File: src/rtl/crc_check_engine_pkg.sv
// Shared types and defaults for the multi-channel CRC check engine.
package crc_check_engine_pkg;

   localparam int unsigned CRC_W_DEF = 4;
   localparam logic [CRC_W_DEF-1:0] POLY_DEF = 4'h3;
   localparam int unsigned BITS_DEF = 8;

   typedef enum logic [1:0] {
      IDLE   = 2'd0,
      CALC   = 2'd1,
      RESULT = 2'd2
   } state_t;

   // One MSB-first fold of a default-size chunk into a default-width remainder.
   function automatic logic [CRC_W_DEF-1:0] crc_fold(input logic [CRC_W_DEF-1:0] crc,
                                                      input logic [BITS_DEF-1:0] chunk);
      logic [CRC_W_DEF-1:0] r;
      r = crc;
      for (int i = BITS_DEF - 1; i >= 0; i--) begin
         if (r[CRC_W_DEF-1] ^ chunk[i]) r = (r << 1) ^ POLY_DEF;
         else                           r = r << 1;
      end
      return r;
   endfunction

endpackage

File: src/rtl/crc_check_engine_if.sv
// Channel request bus and result bus of the CRC check engine.
interface crc_check_engine_if #(
   parameter int unsigned N_CH   = 16,
   parameter int unsigned DATA_W = 64,
   parameter int unsigned CRC_W  = 4
);
   localparam int unsigned CH_W = (N_CH > 1) ? $clog2(N_CH) : 1;

   logic [N_CH-1:0]        in_valid;
   logic [N_CH-1:0]        in_ready;
   logic [N_CH*DATA_W-1:0] in_data;
   logic [N_CH*CRC_W-1:0]  in_crc;
   logic                   res_valid;
   logic                   res_ready;
   logic [CH_W-1:0]        res_ch;
   logic                   res_ok;
   logic [CRC_W-1:0]       res_crc;

   modport master (
      output in_valid, in_data, in_crc, res_ready,
      input  in_ready, res_valid, res_ch, res_ok, res_crc
   );

   modport slave (
      input  in_valid, in_data, in_crc, res_ready,
      output in_ready, res_valid, res_ch, res_ok, res_crc
   );
endinterface

File: src/rtl/crc_check_engine_crc_step.sv
// Combinational fold of BITS data bits (MSB first) into a CRC_W remainder.
module crc_check_engine_crc_step #(
   parameter int unsigned      CRC_W = 4,
   parameter logic [CRC_W-1:0] POLY  = 4'h3,
   parameter int unsigned      BITS  = 8
) (
   input  logic [CRC_W-1:0] crc_in,
   input  logic [BITS-1:0]  chunk,
   output logic [CRC_W-1:0] crc_out
);
   always_comb begin
      crc_out = crc_in;
      for (int i = BITS - 1; i >= 0; i--) begin
         if (crc_out[CRC_W-1] ^ chunk[i]) crc_out = (crc_out << 1) ^ POLY;
         else                             crc_out = crc_out << 1;
      end
   end
endmodule

File: src/rtl/crc_check_engine.sv
// Round-robin multi-channel CRC checker: one shared engine, BITS_PER_CYC bits per cycle,
// valid/ready result port and sticky error statistics.
module crc_check_engine
   import crc_check_engine_pkg::*;
#(
   parameter int unsigned      N_CH         = 16,
   parameter int unsigned      DATA_W       = 64,
   parameter int unsigned      CRC_W        = CRC_W_DEF,
   parameter logic [CRC_W-1:0] POLY         = CRC_W'(POLY_DEF),
   parameter int unsigned      BITS_PER_CYC = 8,
   parameter int unsigned      ERR_W        = 16
) (
   input  logic              clock,
   input  logic              reset_n,
   crc_check_engine_if.slave bus,
   input  logic              clr_err,
   output logic [ERR_W-1:0]  err_cnt,
   output logic [N_CH-1:0]   err_flags,
   output logic              busy
);
   localparam int unsigned CH_W     = (N_CH > 1) ? $clog2(N_CH) : 1;
   localparam int unsigned CALC_CYC = DATA_W / BITS_PER_CYC;
   localparam int unsigned CNT_W    = (CALC_CYC > 1) ? $clog2(CALC_CYC) : 1;

   state_t             state_q, state_nx;
   logic [CH_W-1:0]    rr_q, rr_nx;
   logic [DATA_W-1:0]  sh_q, sh_nx;
   logic [CRC_W-1:0]   rcv_q, rcv_nx;
   logic [CRC_W-1:0]   acc_q, acc_nx;
   logic [CNT_W-1:0]   cnt_q, cnt_nx;
   logic               rv_q, rv_nx;
   logic [CH_W-1:0]    rch_q, rch_nx;
   logic               rok_q, rok_nx;
   logic [CRC_W-1:0]   rcrc_q, rcrc_nx;
   logic [ERR_W-1:0]   ecnt_q, ecnt_nx;
   logic [N_CH-1:0]    eflg_q, eflg_nx;
   logic               busy_q, busy_nx;

   logic               gnt_found;
   logic [CH_W-1:0]    gnt_idx;
   int unsigned        idx;
   logic [N_CH-1:0]    ready_c;
   logic [CRC_W-1:0]   step_crc;

   crc_check_engine_crc_step #(
      .CRC_W (CRC_W),
      .POLY  (POLY),
      .BITS  (BITS_PER_CYC)
   ) u_step (
      .crc_in  (acc_q),
      .chunk   (sh_q[DATA_W-1 -: BITS_PER_CYC]),
      .crc_out (step_crc)
   );

   // Rotate-priority encoder: first requesting channel at or after rr_q.
   always_comb begin
      gnt_found = 1'b0;
      gnt_idx   = '0;
      idx       = 0;
      for (int unsigned i = 0; i < N_CH; i++) begin
         idx = (32'(rr_q) + i) % N_CH;
         if (!gnt_found && bus.in_valid[CH_W'(idx)]) begin
            gnt_found = 1'b1;
            gnt_idx   = CH_W'(idx);
         end
      end
   end

   // Grant is only visible in IDLE and never while reset is asserted.
   always_comb begin
      ready_c = '0;
      if (reset_n && state_q == IDLE && gnt_found) ready_c[gnt_idx] = 1'b1;
   end

   always_comb begin
      state_nx = state_q;
      rr_nx    = rr_q;
      sh_nx    = sh_q;
      rcv_nx   = rcv_q;
      acc_nx   = acc_q;
      cnt_nx   = cnt_q;
      rv_nx    = rv_q;
      rch_nx   = rch_q;
      rok_nx   = rok_q;
      rcrc_nx  = rcrc_q;
      ecnt_nx  = ecnt_q;
      eflg_nx  = eflg_q;
      busy_nx  = busy_q;

      unique case (state_q)
         IDLE: begin
            if (gnt_found) begin
               sh_nx    = bus.in_data[32'(gnt_idx)*DATA_W +: DATA_W];
               rcv_nx   = bus.in_crc[32'(gnt_idx)*CRC_W +: CRC_W];
               rch_nx   = gnt_idx;
               rr_nx    = (gnt_idx == CH_W'(N_CH - 1)) ? '0 : gnt_idx + 1'b1;
               acc_nx   = '0;
               cnt_nx   = '0;
               state_nx = CALC;
            end
         end
         CALC: begin
            sh_nx  = sh_q << BITS_PER_CYC;
            acc_nx = step_crc;
            cnt_nx = cnt_q + 1'b1;
            if (cnt_q == CNT_W'(CALC_CYC - 1)) begin
               rcrc_nx  = step_crc;
               rok_nx   = (step_crc == rcv_q);
               rv_nx    = 1'b1;
               state_nx = RESULT;
            end
         end
         RESULT: begin
            if (bus.res_ready) begin
               rv_nx    = 1'b0;
               state_nx = IDLE;
            end
         end
         default: state_nx = IDLE;
      endcase

      // Clear first, then a failing delivery in the same cycle still counts.
      if (clr_err) begin
         ecnt_nx = '0;
         eflg_nx = '0;
      end
      if (rv_q && bus.res_ready && !rok_q) begin
         if (ecnt_nx != '1) ecnt_nx = ecnt_nx + 1'b1;
         eflg_nx[rch_q] = 1'b1;
      end

      busy_nx = (state_nx != IDLE);
   end

   always_ff @(posedge clock or negedge reset_n) begin
      if (!reset_n) begin
         state_q <= IDLE;
         rr_q    <= '0;
         sh_q    <= '0;
         rcv_q   <= '0;
         acc_q   <= '0;
         cnt_q   <= '0;
         rv_q    <= 1'b0;
         rch_q   <= '0;
         rok_q   <= 1'b0;
         rcrc_q  <= '0;
         ecnt_q  <= '0;
         eflg_q  <= '0;
         busy_q  <= 1'b0;
      end else begin
         state_q <= state_nx;
         rr_q    <= rr_nx;
         sh_q    <= sh_nx;
         rcv_q   <= rcv_nx;
         acc_q   <= acc_nx;
         cnt_q   <= cnt_nx;
         rv_q    <= rv_nx;
         rch_q   <= rch_nx;
         rok_q   <= rok_nx;
         rcrc_q  <= rcrc_nx;
         ecnt_q  <= ecnt_nx;
         eflg_q  <= eflg_nx;
         busy_q  <= busy_nx;
      end
   end

   assign bus.in_ready  = ready_c;
   assign bus.res_valid = rv_q;
   assign bus.res_ch    = rch_q;
   assign bus.res_ok    = rok_q;
   assign bus.res_crc   = rcrc_q;
   assign err_cnt       = ecnt_q;
   assign err_flags     = eflg_q;
   assign busy          = busy_q;

endmodule

File: src/flat_wrapper.sv
// flat-port wrapper written by rule: the top's interface ports become plain ports
module crc_check_engine_flat import crc_check_engine_pkg::*;
#(
   parameter int unsigned      N_CH         = 16,
   parameter int unsigned      DATA_W       = 64,
   parameter int unsigned      CRC_W        = CRC_W_DEF,
   parameter logic [CRC_W-1:0] POLY         = CRC_W'(POLY_DEF),
   parameter int unsigned      BITS_PER_CYC = 8,
   parameter int unsigned      ERR_W        = 16
)
  (clock, reset_n, clr_err, err_cnt, err_flags, busy, bus_in_valid, bus_in_data, bus_in_crc, bus_res_ready, bus_in_ready, bus_res_valid, bus_res_ch, bus_res_ok, bus_res_crc);
  crc_check_engine_if #(.N_CH(N_CH), .DATA_W(DATA_W), .CRC_W(CRC_W)) bus_i ();
  input  logic clock;
  input  logic reset_n;
  input  logic clr_err;
  output logic [ERR_W-1:0] err_cnt;
  output logic [N_CH-1:0] err_flags;
  output logic busy;
  input wire logic [$bits(bus_i.in_valid)-1:0] bus_in_valid;
  input wire logic [$bits(bus_i.in_data)-1:0] bus_in_data;
  input wire logic [$bits(bus_i.in_crc)-1:0] bus_in_crc;
  input wire logic [$bits(bus_i.res_ready)-1:0] bus_res_ready;
  output wire logic [$bits(bus_i.in_ready)-1:0] bus_in_ready;
  output wire logic [$bits(bus_i.res_valid)-1:0] bus_res_valid;
  output wire logic [$bits(bus_i.res_ch)-1:0] bus_res_ch;
  output wire logic [$bits(bus_i.res_ok)-1:0] bus_res_ok;
  output wire logic [$bits(bus_i.res_crc)-1:0] bus_res_crc;
  assign bus_i.in_valid = bus_in_valid;
  assign bus_i.in_data = bus_in_data;
  assign bus_i.in_crc = bus_in_crc;
  assign bus_i.res_ready = bus_res_ready;
  assign bus_in_ready = bus_i.in_ready;
  assign bus_res_valid = bus_i.res_valid;
  assign bus_res_ch = bus_i.res_ch;
  assign bus_res_ok = bus_i.res_ok;
  assign bus_res_crc = bus_i.res_crc;
  crc_check_engine #(.N_CH(N_CH), .DATA_W(DATA_W), .CRC_W(CRC_W), .POLY(POLY), .BITS_PER_CYC(BITS_PER_CYC), .ERR_W(ERR_W)) u_core (.clock(clock), .reset_n(reset_n), .bus(bus_i), .clr_err(clr_err), .err_cnt(err_cnt), .err_flags(err_flags), .busy(busy));
endmodule
File: config.mk
export PLATFORM = sky130hd
export DESIGN_NAME = crc_check_engine_flat
export DESIGN_NICKNAME = d
export VERILOG_FILES = /design/src/rtl/crc_check_engine_pkg.sv /design/src/rtl/crc_check_engine_if.sv /design/src/rtl/crc_check_engine_crc_step.sv /design/src/rtl/crc_check_engine.sv /design/src/flat_wrapper.sv
export SDC_FILE = /design/constraint.sdc
export NUM_CORES = 1
export LEC_CHECK = 0
export CAP_MARGIN = 20
export CELL_PAD_IN_SITES_DETAIL_PLACEMENT = 1
export CELL_PAD_IN_SITES_GLOBAL_PLACEMENT = 2
export CORE_AREA = 5 5 448 450
export CTS_BUF_LIST = sky130_fd_sc_hd__clkbuf_2 sky130_fd_sc_hd__clkbuf_4 sky130_fd_sc_hd__clkbuf_8
export CTS_CLUSTER_DIAMETER = 50
export DETAILED_ROUTE_END_ITERATION = 12
export DIE_AREA = 0 0 453 455
export PLACE_DENSITY_LB_ADDON = 0.1
export SKIP_LAST_GASP = 1
export SYNTH_ARGS = -nofsm -noshare
export SYNTH_HDL_FRONTEND = slang
export SYNTH_HIERARCHICAL = 1
export SYNTH_SLANG_ARGS = --single-unit
File: constraint.sdc
create_clock -name clock -period 16.71 [get_ports clock]
set_input_delay 4.1775 -clock clock [delete_from_list [all_inputs] [get_ports clock]]
set_output_delay 4.1775 -clock clock [all_outputs]
set_load 0.05 [all_outputs]
==> results of run 1 <==
[cells by family after synthesis]
family          count (synthesis)  synth area share
flops                         124             0.181
buf+inv                       254            0.0682
simple gates                 1278             0.338
compound gates                402             0.162
fa+ha+maj                      14            0.0102
xor+xnor                       44            0.0242
mux                           333             0.217
[worst register-to-register path: stages (launching register included)]
cell and delay [ps]:
dfrtp_2 1010, inv_1 400, ha_1 400, buf_4 270, mux4_2 680, mux2i_1 270, mux2i_1 280, nor4_4 520
nand4_2 320, nor4b_2 450, or3_1 210, and2_4 230, buf_4 580, buf_4 960, buf_4 810, mux2i_1 540
a22oi_1 140, nand3_1 230, nand4_1 130
[sequential cells by signal, summed over array words and instances, names as in the netlist, 4 cells and up]
name                cells
u_core/acc_q            4
u_core/sh_q            64
u_core/rcv_q            4
u_core/err_flags       16
u_core/bus.res_ch       4
u_core/bus.res_crc      4
u_core/err_cnt         16
u_core/rr_q             4
[placed cells by master (no fill, tap or decap), drive strengths merged, types with 12 or more instances in the layout]
| cell | count |
|---|---|
| xor2 | 16 |
| nor2 | 65 |
| clkbuf | 19 |
| diode | 20 |
| mux4 | 30 |
| and3 | 22 |
| a21oi | 60 |
| nor2b | 12 |
| nand3 | 326 |
| nor3 | 14 |
| dfrtp | 124 |
| o21ai | 42 |
| nand2b | 13 |
| inv | 40 |
| o22ai | 23 |
| a22oi | 122 |
| clkdlybuf4s50 | 1165 |
| mux2i | 291 |
| nand4 | 119 |
| a31oi | 64 |
| mux2 | 12 |
| buf | 52 |
| xnor2 | 26 |
| nand2 | 676 |
| ha | 14 |
[routing by layer]
metal | global-route usage | routed length, um
met5 | 0 | 505
met4 | 0.0191 | 2380
met3 | 0.0428 | 9610
met2 | 0.362 | 109000
met1 | 0.203 | 75600
[area by class of cell]
class	count	area, um^2	area share
Antenna cell	20	50.0	0.00156
Clock buffer	18	241	0.00752
Clock inverter	14	183	0.00569
Inverter	36	143	0.00444
Multi-Input combinational cell	2071	13000	0.405
Sequential cell	124	3100	0.0967
Tap cell	2640	3300	0.103
Timing Repair Buffer	1218	12100	0.377
[stage by stage]
step,utilization,setup WS [ps],std cells
6_report,0.164,2840,6141
5_1_grt,0.163,2590,6126
4_1_cts,0.163,2830,6121
3_5_place_dp,0.161,2870,6089
3_3_place_gp,0.161,2870,6089
2_1_floorplan,-,4720,2449
[final timing paths]
check	start	to	slack, ps	cells after the start
max in group asynchronous	reset_n	u_core/bus.res_ch[2]	11230	3
hold reg to reg	u_core/cnt_q[0]	u_core/cnt_q[0]	510	1
min in group asynchronous	reset_n	u_core/err_cnt[11]	3530	1
setup reg to reg	u_core/rr_q[0]	u_core/sh_q[31]	8180	18
setup / recovery	bus_in_valid[9]	bus_in_ready[11]	2840	12
hold / removal	u_core/cnt_q[0]	u_core/cnt_q[0]	510	1
==> run summary, run 1 <==
Initial Util -> 0.0874
Status -> complete, no violations
Post-CTS Resized -> 0
YS warnings -> 6
Post-DP Area -> 31600 um^2
Crit-path cells -> clkdlybuf4s50_1 -> mux4_2 -> mux2i_1 -> mux2i_1 -> nor4_4 -> nand4_2 -> or3_1 -> a22oi_2 -> nand2b_4 -> nand2b_1 -> nor2_1 -> clkdlybuf4s50_1
Drc violations -> 0
Routed WL -> 197000 um
Actual slew at the worst max-slew pin -> 1030 ps
RSZ-0062 raised after global routing -> no
Clock Pin Slew Worst Setup and Hold Paths -> 80 ps
Die width -> 453 um
Syn avg cell area -> 7.00 um^2
Synth Instances -> 2449
Mapped Nets -> 3571
Gpl congestion -> 0.817
Mapped Area -> 17100 um^2
1st-pass router iterations -> 5
Max clock buf depth -> 2
Setup TNS -> 0 ps
Count leader, synth -> nand2_1
Yosys cell types -> 81
Worst path top cell family by delay -> simple AND/OR/NAND/NOR gates
ANT nets after route -> 0
Die Ht -> 455 um
Worst path required time -> 12530 ps
Cts-stage hold buffer count -> 0
Crit Path Class -> in2out
Share of cells above drive strength 1 -> 0.0468
Setup bufs post-CTS -> 0
Crit path max fanout -> 24
Vias -> 23800
Synthesis-stage register bit count -> 124
Number of global-route vias before repair -> 26000
Core area -> 196000 um^2
Clock skew -> 21.6 ps
EDFF count, synth -> 0
Synth top area share -> 0.181
Prevailing post-synth register cell -> dfrtp_1
Largest net degree at the start of global routing -> 91
Worst Hold Slack -> 512 ps
Max cap viols -> 0
H-tree Lvls -> 4
Area growth, synth to finish -> 87.3%
Synth async-reset ratio -> 1.00
Total gr overflow -> 0
Root buf cell -> clkbuf_8
First-pass GRT wire length -> 255000 um
Fillers -> 23300
Final Max Tran Viols -> 0
Crit path time final -> 13870 ps
# setup viols final -> 0
Period Utilization, post-route -> 0.830
Post-DP HPWL -> 167000 um
Crit-path slowest cell -> clkdlybuf4s50_1
FMAX -> 72.1 MHz
Die Area -> 206000 um^2
Hold Crit Class -> reg2reg
Iteration-0 DRC Markers -> 1013
CTS tree -> built
Final Cell Area -> 32100 um^2
Slowest stage delay, CP -> 880 ps
GRT Total Usage -> 0.183
Crit end category -> output pin
Post-layout net count -> 4590
TritonCTS Buffers -> 17
Synth top cells by count -> 676 x nand2_1, 326 x nand3_1, 291 x mux2i_1, 124 x dfrtp_1, 120 x a22oi_1
CP bufs+invs -> 2
Cell taking the most area after synthesis -> dfrtp_1
Clk_lat worst skew -> 570 ps
Via density -> 3.88
WP data arrival -> 9690 ps
Sequential area share after synthesis -> 0.181
Startpoint types -> input pin
Hold Vio Cnt, Final -> 0
Synth area leaders -> dfrtp_1 18%, mux2i_1 17%, nand2_1 15%, nand3_1 9.5%, a22oi_1 5.3%
WL per Instance -> 32.1 um
Rel. slew slack -> 0.311
Port-buffer cells -> 1166
FP Rows -> 163
Io pins -> 1167
Total clock sinks -> 124
Antenna violations before repair -> 140
Power of run 1 is left out: the tool's default activity adds up to more than one toggle a clock period on the data nets, which glitch-free logic cannot reach.
==> run 2, diff against run 1 <==
CORE_AREA = 5 5 446 448   (was 5 5 448 450)
DIE_AREA = 0 0 451 453   (was 0 0 453 455)
clock period = 11.15 ns   (was 16.71 ns; I/O delays follow)
==> run summary, run 2 (synthesis gave the netlist of run 1 again) <==
Clk_lat worst skew -> 590 ps (was 570 ps)
Worst path required time -> 8360 ps (was 12530 ps)
Routed WL -> 196000 um (was 197000 um)
Die Ht -> 453 um (was 455 um)
Period Utilization, post-route -> 0.955
Die Area -> 204000 um^2 (was 206000 um^2)
Crit end category -> output pin (unchanged)
Crit path time final -> 10650 ps
1st-pass router iterations -> 5 (unchanged)
Hold Crit Class -> reg2reg (unchanged)
Crit Path Class -> in2out (unchanged)
Most frequent cells in the layout -> 1155 x clkdlybuf4s50_1, 673 x nand2_1, 326 x nand3_1 (was 1165 x clkdlybuf4s50_1, 673 x nand2_1, 326 x nand3_1)
Reg2Reg Depth -> 17 (was 18)
Largest net degree at the start of global routing -> 130 (was 91)
Largest register by flop count -> u_core/sh_q (unchanged)
Max cap viols -> 0 (unchanged)
WL per Instance -> 32.3 um (was 32.1 um)
Gpl congestion -> 0.807 (was 0.817)
Total gr overflow -> 0 (unchanged)
Vias -> 23800 (about the same)
Rel. slew slack -> 0.369 (was 0.311)
Max reg flops -> 64 (unchanged)
H-tree Lvls -> 4 (unchanged)
Area growth, synth to finish -> 86.8% (was 87.3%)
Port-buffer cells -> 1166 (unchanged)
FMAX -> 93.9 MHz
Die width -> 451 um (was 453 um)
Final Max Tran Viols -> 0 (unchanged)
Crit path max fanout -> 8 (was 24)
Io pins -> 1167 (unchanged)
FF-to-FF Start -> u_core/rr_q[0] (unchanged)
Post-DP HPWL -> 165000 um (was 167000 um)
Startpoint types -> input pin (unchanged)
Number of global-route vias before repair -> 25900 (was 26000)
Total clock sinks -> 124 (unchanged)
Max clock buf depth -> 2 (unchanged)
RSZ-0062 raised after global routing -> no (unchanged)
Setup TNS -> 0 ps (unchanged)
ANT nets after route -> 0 (unchanged)
Most common cell after layout, fill and taps aside -> clkdlybuf4s50_1 (unchanged)
FF-to-FF setup slack -> 2940 ps (was 8180 ps)
Clock skew -> 24.9 ps (was 21.6 ps)
Fillers -> 23100 (was 23300)
Cts-stage hold buffer count -> 0 (unchanged)
Start point of the critical path -> bus_in_valid[12] (was bus_in_valid[9])
Clock Pin Slew Worst Setup and Hold Paths -> 110 ps (was 80 ps)
Worst hold path startpoint -> u_core/sh_q[36] (was u_core/cnt_q[0])
FP Rows -> 162 (was 163)
Antenna violations before repair -> 142 (was 140)
Root buf cell -> clkbuf_8 (unchanged)
CTS tree -> built (unchanged)
Post-CTS Resized -> 0 (unchanged)
Share of cells above drive strength 1 -> 0.0505 (was 0.0468)
GRT Total Usage -> 0.183 (about the same)
Via density -> 3.93 (was 3.88)
First-pass GRT wire length -> 254000 um (was 255000 um)
Post-layout net count -> 4594 (was 4590)
Core area -> 194000 um^2 (was 196000 um^2)
Cell depth of the worst hold path -> 2 (was 1)
TritonCTS Buffers -> 17 (unchanged)
Iteration-0 DRC Markers -> 1150 (was 1013)
Setup bufs post-CTS -> 0 (unchanged)
Hold Vio Cnt, Final -> 0 (unchanged)
# setup viols final -> 0 (unchanged)
WP data arrival -> 7870 ps (was 9690 ps)
Status -> complete, no violations (unchanged)
Initial Util -> 0.0883 (was 0.0874)
Drc violations -> 0 (unchanged)
Actual slew at the worst max-slew pin -> 947 ps (was 1030 ps)
-- run 2: path summary, 6_finish.rpt --
path | to
max | bus_in_ready[11]
max in group asynchronous | u_core/sh_q[8]
min | u_core/sh_q[44]
max reg2reg | u_core/sh_q[23]
min in group asynchronous | u_core/err_cnt[9]
min reg2reg | u_core/sh_q[44]
-- run 2: layout make-up --
cell class                 count  area (um^2)  area share
timing repair buffer        1222        12100       0.379
clock inverter                12          125     0.00391
inverter                      36          143     0.00445
clock buffer                  20          269     0.00840
antenna                       32         80.1     0.00250
tap                         2542         3180      0.0993
sequential                   124         3100      0.0969
multi-input combinational   2071        13000       0.406
-- run 2: metal layers --
metal,vias to the layer above,wire [um],track usage
met5,-,344,0
met4,52,2410,0.0153
met3,257,9970,0.0435
met2,731,109000,0.367
met1,11800,73800,0.200
li1,11000,-,-
-- run 2: critical path: stages --
cell             delay (ps)
clkdlybuf4s50_1         560
mux4_2                  640
mux2i_1                 310
mux2i_1                 340
nor4_4                  480
nand4_2                 330
or3_1                   470
a22oi_2                 220
nand2b_4                210
nand2b_1                280
buf_4                   300
nor2_1                  110
clkdlybuf4s50_1         820
-- run 2: through the flow --
step                worst slack [ps]  utilization  hold slack, ps  cells  area, um^2
finish                           497        0.165             499   6059       32000
global route                     147        0.165             540   6033       32000
CTS                              440        0.164             508   6027       31900
detailed placement               462        0.162             493   5995       31500
global placement                 467        0.162             489   5995       31500
floorplan                       1940            -             464   2449       17100
Power of run 2 is left out for the same reason.
==> run 3, diff against run 2 <==
CTS_CLUSTER_SIZE = 28   (was not set)
==> results of run 3 <==
Final layout, timing and power as in run 2 (identical DEF).
Power of run 3 is left out for the same reason.
==> RTL edit 1: new RTL, flow settings as in run 2 <==
`sh_q` no longer has a reset.
--- a/src/rtl/crc_check_engine.sv
+++ b/src/rtl/crc_check_engine.sv
@@ -136,7 +136,6 @@
       if (!reset_n) begin
          state_q <= IDLE;
          rr_q    <= '0;
-         sh_q    <= '0;
          rcv_q   <= '0;
          acc_q   <= '0;
          cnt_q   <= '0;
@@ -150,7 +149,6 @@
       end else begin
          state_q <= state_nx;
          rr_q    <= rr_nx;
-         sh_q    <= sh_nx;
          rcv_q   <= rcv_nx;
          acc_q   <= acc_nx;
          cnt_q   <= cnt_nx;
@@ -164,6 +162,10 @@
       end
    end
 
+   always_ff @(posedge clock) begin
+      sh_q <= sh_nx;
+   end
+
    assign bus.in_ready  = ready_c;
    assign bus.res_valid = rv_q;
    assign bus.res_ch    = rch_q;
Function: not settled (the Yosys comparison gave no result); the edit may change what the design does.
==> RTL edit 1 against run 2 <==
- first-iteration DRC count is 23% lower
- fmax is 1.2% higher
- synthesized area up 0.87%
- worst setup slack improved by 130 ps
- synthesized cell count is 1.6% higher
- global-route usage grew 0.33 points
- via count is 0.21% lower
- sequential cell count unchanged
- wire length grew 1.2%
- utilization is 0.051 points higher
- design area grew 0.31%
- highest routed layer unchanged
Power is left out: the tool's default activity adds up to more than one toggle a clock period on the data nets, which glitch-free logic cannot reach.
==> RTL edit 1: results (changes against run 2) <==
| Metric | Value |
|---|---|
| NumNets Final | 4,647 (+1.2%) |
| Crit-path leading delay family | simple AND/OR/NAND/NOR gates |
| Post-synthesis adder-cell area fraction | 0.01013 (-0.00008797) |
| Max reg flops | 64 (unchanged) |
| EDFF count, synth | 64 (+64) |
| Post-Synth XOR/XNOR Area | 0.02395 (-0.0002810) |
| Compound-Gate Fraction of Synth Area | 0.1929 (+0.03139) |
| First-pass GRT wire length | 257.4 mm (+1.5%) |
| Num CTS Buffers | 17 (unchanged) |
| Syn Nets | 3,609 (+1.1%) |
| All-Layer GR Usage | 0.1864 (+0.003309) |
| Clk root buf | clkbuf_8 |
| CP max stage cell | clkdlybuf4s50_1 |
| CTS resizes | 0 (unchanged) |
| Share of layout cells above drive strength 1 | 0.05568 (+0.005179) |
| GR Util met2 | 0.3592 (-0.007466) |
| Met1 Use GR | 0.2089 (+0.008696) |
| Post-synthesis mux area share | 0.2145 (-0.002738) |
| Top Metal Used | met5 |
| Met3 usage | 0.04770 (+0.004242) |
| Asr flop ratio synth | 0.4839 (-0.5161) |
| Setup Skew | 31.86 ps (+6.993 ps) |
| Number of detailed-route iterations in the first pass | 4 (-1) |
| Final RePlAce weighted congestion | 0.8450 (+4.7%) |
| Biggest register | u_core/sh_q |
| Top FF cell, synth | edfxtp_1 |
| WL met1 | 77.05 mm (+4.5%) |
| Antenna violations before repair | 173 (+22%) |
| Vias | 23,750 (-0.21%) |
| Status | finished clean |
| FF-to-FF setup slack | 2700 ps (-240 ps) |
| Synth cell count leaders | 735 x nand2_1, 263 x mux2i_1, 200 x a21oi_1 |
| Sequential cell area fraction in the yosys report | 0.1980 (+0.01696) |
| Critical R2R Capture | u_core/sh_q[50]$_DFFE_PP_ |
| Vias in the first global route | 26,270 (+1.3%) |
| WP data arrival | 7740 ps (-130 ps) |
| Wire per inst | 32.39 um (+0.37%) |
| Synth area leaders | nand2_1 16%, mux2i_1 15%, edfxtp_1 11% |
| Reg2Reg Depth | 17 (unchanged) |
| Metal3 WL | 11.34 mm (+14%) |
| DRT iter0 DRCs | 890 (-23%) |
| Final TNS setup | 0 ps (unchanged) |
| Worst-path fanout max | 17 (+9) |
| HPWL Detailed | 164.5 mm (-0.46%) |
| Worst-margin pin slew | 991.5 ps (+44.89 ps) |
| Netlist cell types | 82 (+1.2%) |
| Pin count of the biggest net entering global routing | 140 (+7.7%) |
| Reg2reg start | u_core/rr_q[1]$_DFFE_PN0P_ |
| Setup bufs post-CTS | 0 (unchanged) |
| Worst hold path class | flop to flop |
| H-tree depth | 4 (unchanged) |
| End of the critical path | bus_in_ready[3] |
| Met2 wire length | 106.0 mm (-2.8%) |
| Worst-Skew Late Latency | 630 ps (+40 ps) |
RTL edit 1: worst min path at each step:
| stage | to | cells after the start | slack [ps] | from |
|---|---|---|---|---|
| 2_1_floorplan | u_core/cnt_q[0]$_DFFE_PN0P_ | 1 | 470 | u_core/cnt_q[0]$_DFFE_PN0P_ |
| 3_3_place_gp | u_core/cnt_q[1]$_DFFE_PN0P_ | 2 | 490 | u_core/cnt_q[1]$_DFFE_PN0P_ |
| 3_5_place_dp | u_core/cnt_q[2]$_DFFE_PN0P_ | 2 | 500 | u_core/cnt_q[2]$_DFFE_PN0P_ |
| 4_1_cts | u_core/cnt_q[0]$_DFFE_PN0P_ | 1 | 530 | u_core/cnt_q[0]$_DFFE_PN0P_ |
| 5_1_grt | u_core/bus.res_crc[0]$_DFFE_PN0P_ | 1 | 540 | u_core/bus.res_crc[0]$_DFFE_PN0P_ |
| 6_report | u_core/cnt_q[0]$_DFFE_PN0P_ | 1 | 520 | u_core/cnt_q[0]$_DFFE_PN0P_ |
RTL edit 1: cell type report:
type	count	area (sq um)
clock buffers	18	247.7
repair buffers	1220	12140
diodes	31	77.57
fillers	23120	162100
clock inverters	14	180.2
inverters	34	146.4
well taps	2542	3181
multi-input cells	2128	12720
flip-flops and latches	124	3425
RTL edit 1: metrics by stage:
step / worst slack [ps] / cell area [sq um] / cells / utilization / hold slack (ps)
final: 626.9 / 32120 / 6111 / 0.1654 / 519.4
after global routing: 198.0 / 32080 / 6094 / 0.1652 / 542.4
after CTS: 587.8 / 32040 / 6080 / 0.1650 / 530.8
after detailed placement: 648.7 / 31610 / 6048 / 0.1628 / 502.4
after global placement: 671.0 / 31610 / 6048 / 0.1628 / 486.3
after floorplan: 1710 / 17290 / 2487 / - / 467.4
==> RTL edit 2: new RTL, flow settings as in run 2 <==
Without the edit above. Make the reset (`reset_n`) synchronous in one clocked block.
--- a/src/rtl/crc_check_engine.sv
+++ b/src/rtl/crc_check_engine.sv
@@ -132,7 +132,7 @@
       busy_nx = (state_nx != IDLE);
    end
 
-   always_ff @(posedge clock or negedge reset_n) begin
+   always_ff @(posedge clock) begin
       if (!reset_n) begin
          state_q <= IDLE;
          rr_q    <= '0;
Function: not settled (the Yosys comparison gave no result); the edit may change what the design does.
==> RTL edit 2 against run 2 <==
- worst setup slack worse by 170 ps
- sequential cell count unchanged
- wire length down 0.63%
- global-route usage down 0.12 points
- synthesized area up 3.2%
- design area up 1.6%
- critical endpoint is now bus_in_ready[14]
- largest cell class unchanged
==> RTL edit 2: results (changes against run 2) <==
| Metric | Value |
|---|---|
| #MultiIn Comb | 2,267 (+9.5%) |
| Syn Nets | 3,763 (+5.4%) |
| Setup slack at placement | 232.5 ps (-229.7 ps) |
| Reg clk slew, reported paths | 80 ps (-30 ps) |
| Signal buffers share of area | 0.3738 (-0.005120) |
| Netlist Area Pre-Place | 17,690 sq um (+3.2%) |
| Clkbuf count | 23 (+15%) |
| Asr flop ratio synth | 0 (-1.000) |
| Setup Skew | 19.64 ps (-5.221 ps) |
| Clk tree area frac | 0.01119 (-0.001121) |
| Post-route design area | 32,550 sq um (+1.6%) |
| DRT iter0 DRCs | 1,038 (-9.7%) |
| WP data arrival | 8030 ps (+160 ps) |
| Worst-margin pin slew | 1202 ps (+255.4 ps) |
| Mean Syn Cell Area | 6.697 sq um (-4.3%) |
| Antenna violations before repair | 137 (-3.5%) |
| Vias in the first global route | 26,320 (+1.5%) |
| End of the critical path | bus_in_ready[14] |
| Reg2reg start | u_core/rr_q[1]$_SDFFE_PN0P_ |
| Share of layout cells above drive strength 1 | 0.04443 (-0.006076) |
| Pin count of the biggest net entering global routing | 109 (-16%) |
| FF/Latch Area | 2482 sq um (-20%) |
| Vias | 24,410 (+2.6%) |
| Wire per inst | 31.12 um (-3.6%) |
| Sequential cell area fraction in the yosys report | 0.1404 (-0.04063) |
| CP startpoint | bus_in_valid[5] |
| Reg2Reg Depth | 18 (+1) |
| Fillers | 23,190 (+0.22%) |
| Status | finished clean |
| Critical R2R Capture | u_core/sh_q[45]$_SDFFE_PN0P_ |
| WHS Endpoint | u_core/bus.res_crc[1]$_SDFFE_PN0P_ |
| HPWL Detailed | 162.6 mm (-1.6%) |
| Hold Startpoint | u_core/bus.res_crc[1]$_SDFFE_PN0P_ |
| Post-synthesis mux area share | 0.2581 (+0.04089) |
| Final RePlAce weighted congestion | 0.8093 (+0.26%) |
| Top FF cell, synth | dfxtp_1 |
| Netlist cell types | 77 (-4.9%) |
| Placed cell area | 32,100 sq um (+1.8%) |
| Met2 wire length | 105.3 mm (-3.5%) |
| Metal3 WL | 8.316 mm (-17%) |
| Synth cell count leaders | 805 x nand2_1, 386 x nand3_1, 384 x mux2i_1 |
| Cells after DPL | 6,181 (+3.1%) |
| Post-Synth XOR/XNOR Area | 0.02497 (+0.0007434) |
| Worst-path fanout max | 14 (+6) |
-- RTL edit 2: cell types whose count changed in the layout (fill, tap and decap cells not counted), moves of 17 or more --
cell,before,now
o21ai_0,38,89
a32oi_1,1,89
nand3_1,326,385
a21boi_0,0,17
dfxtp_1,0,124
and2_1,6,31
o211ai_1,9,64
mux2i_1,291,384
dfrtp_1,123,0
nand2_1,673,803
a31oi_1,64,12
a21oi_1,59,35
nand4_1,118,9
a22oi_1,120,5
-- RTL edit 2: power groups by stage --
stage,Sequential [uW],Combinational [uW],Clock (uW)
global route,705,12200,491
global placement,711,11700,0
finish,691,11200,444
floorplan,649,6820,0
CTS,701,11700,489
detailed placement,711,11600,0
-- RTL edit 2: routing by layer --
layer  global-route usage  up-vias
li1                     -    11520
met1               0.2070    11840
met2               0.3536      744
met3              0.03783      261
met4              0.02484       46
met5                    0        -
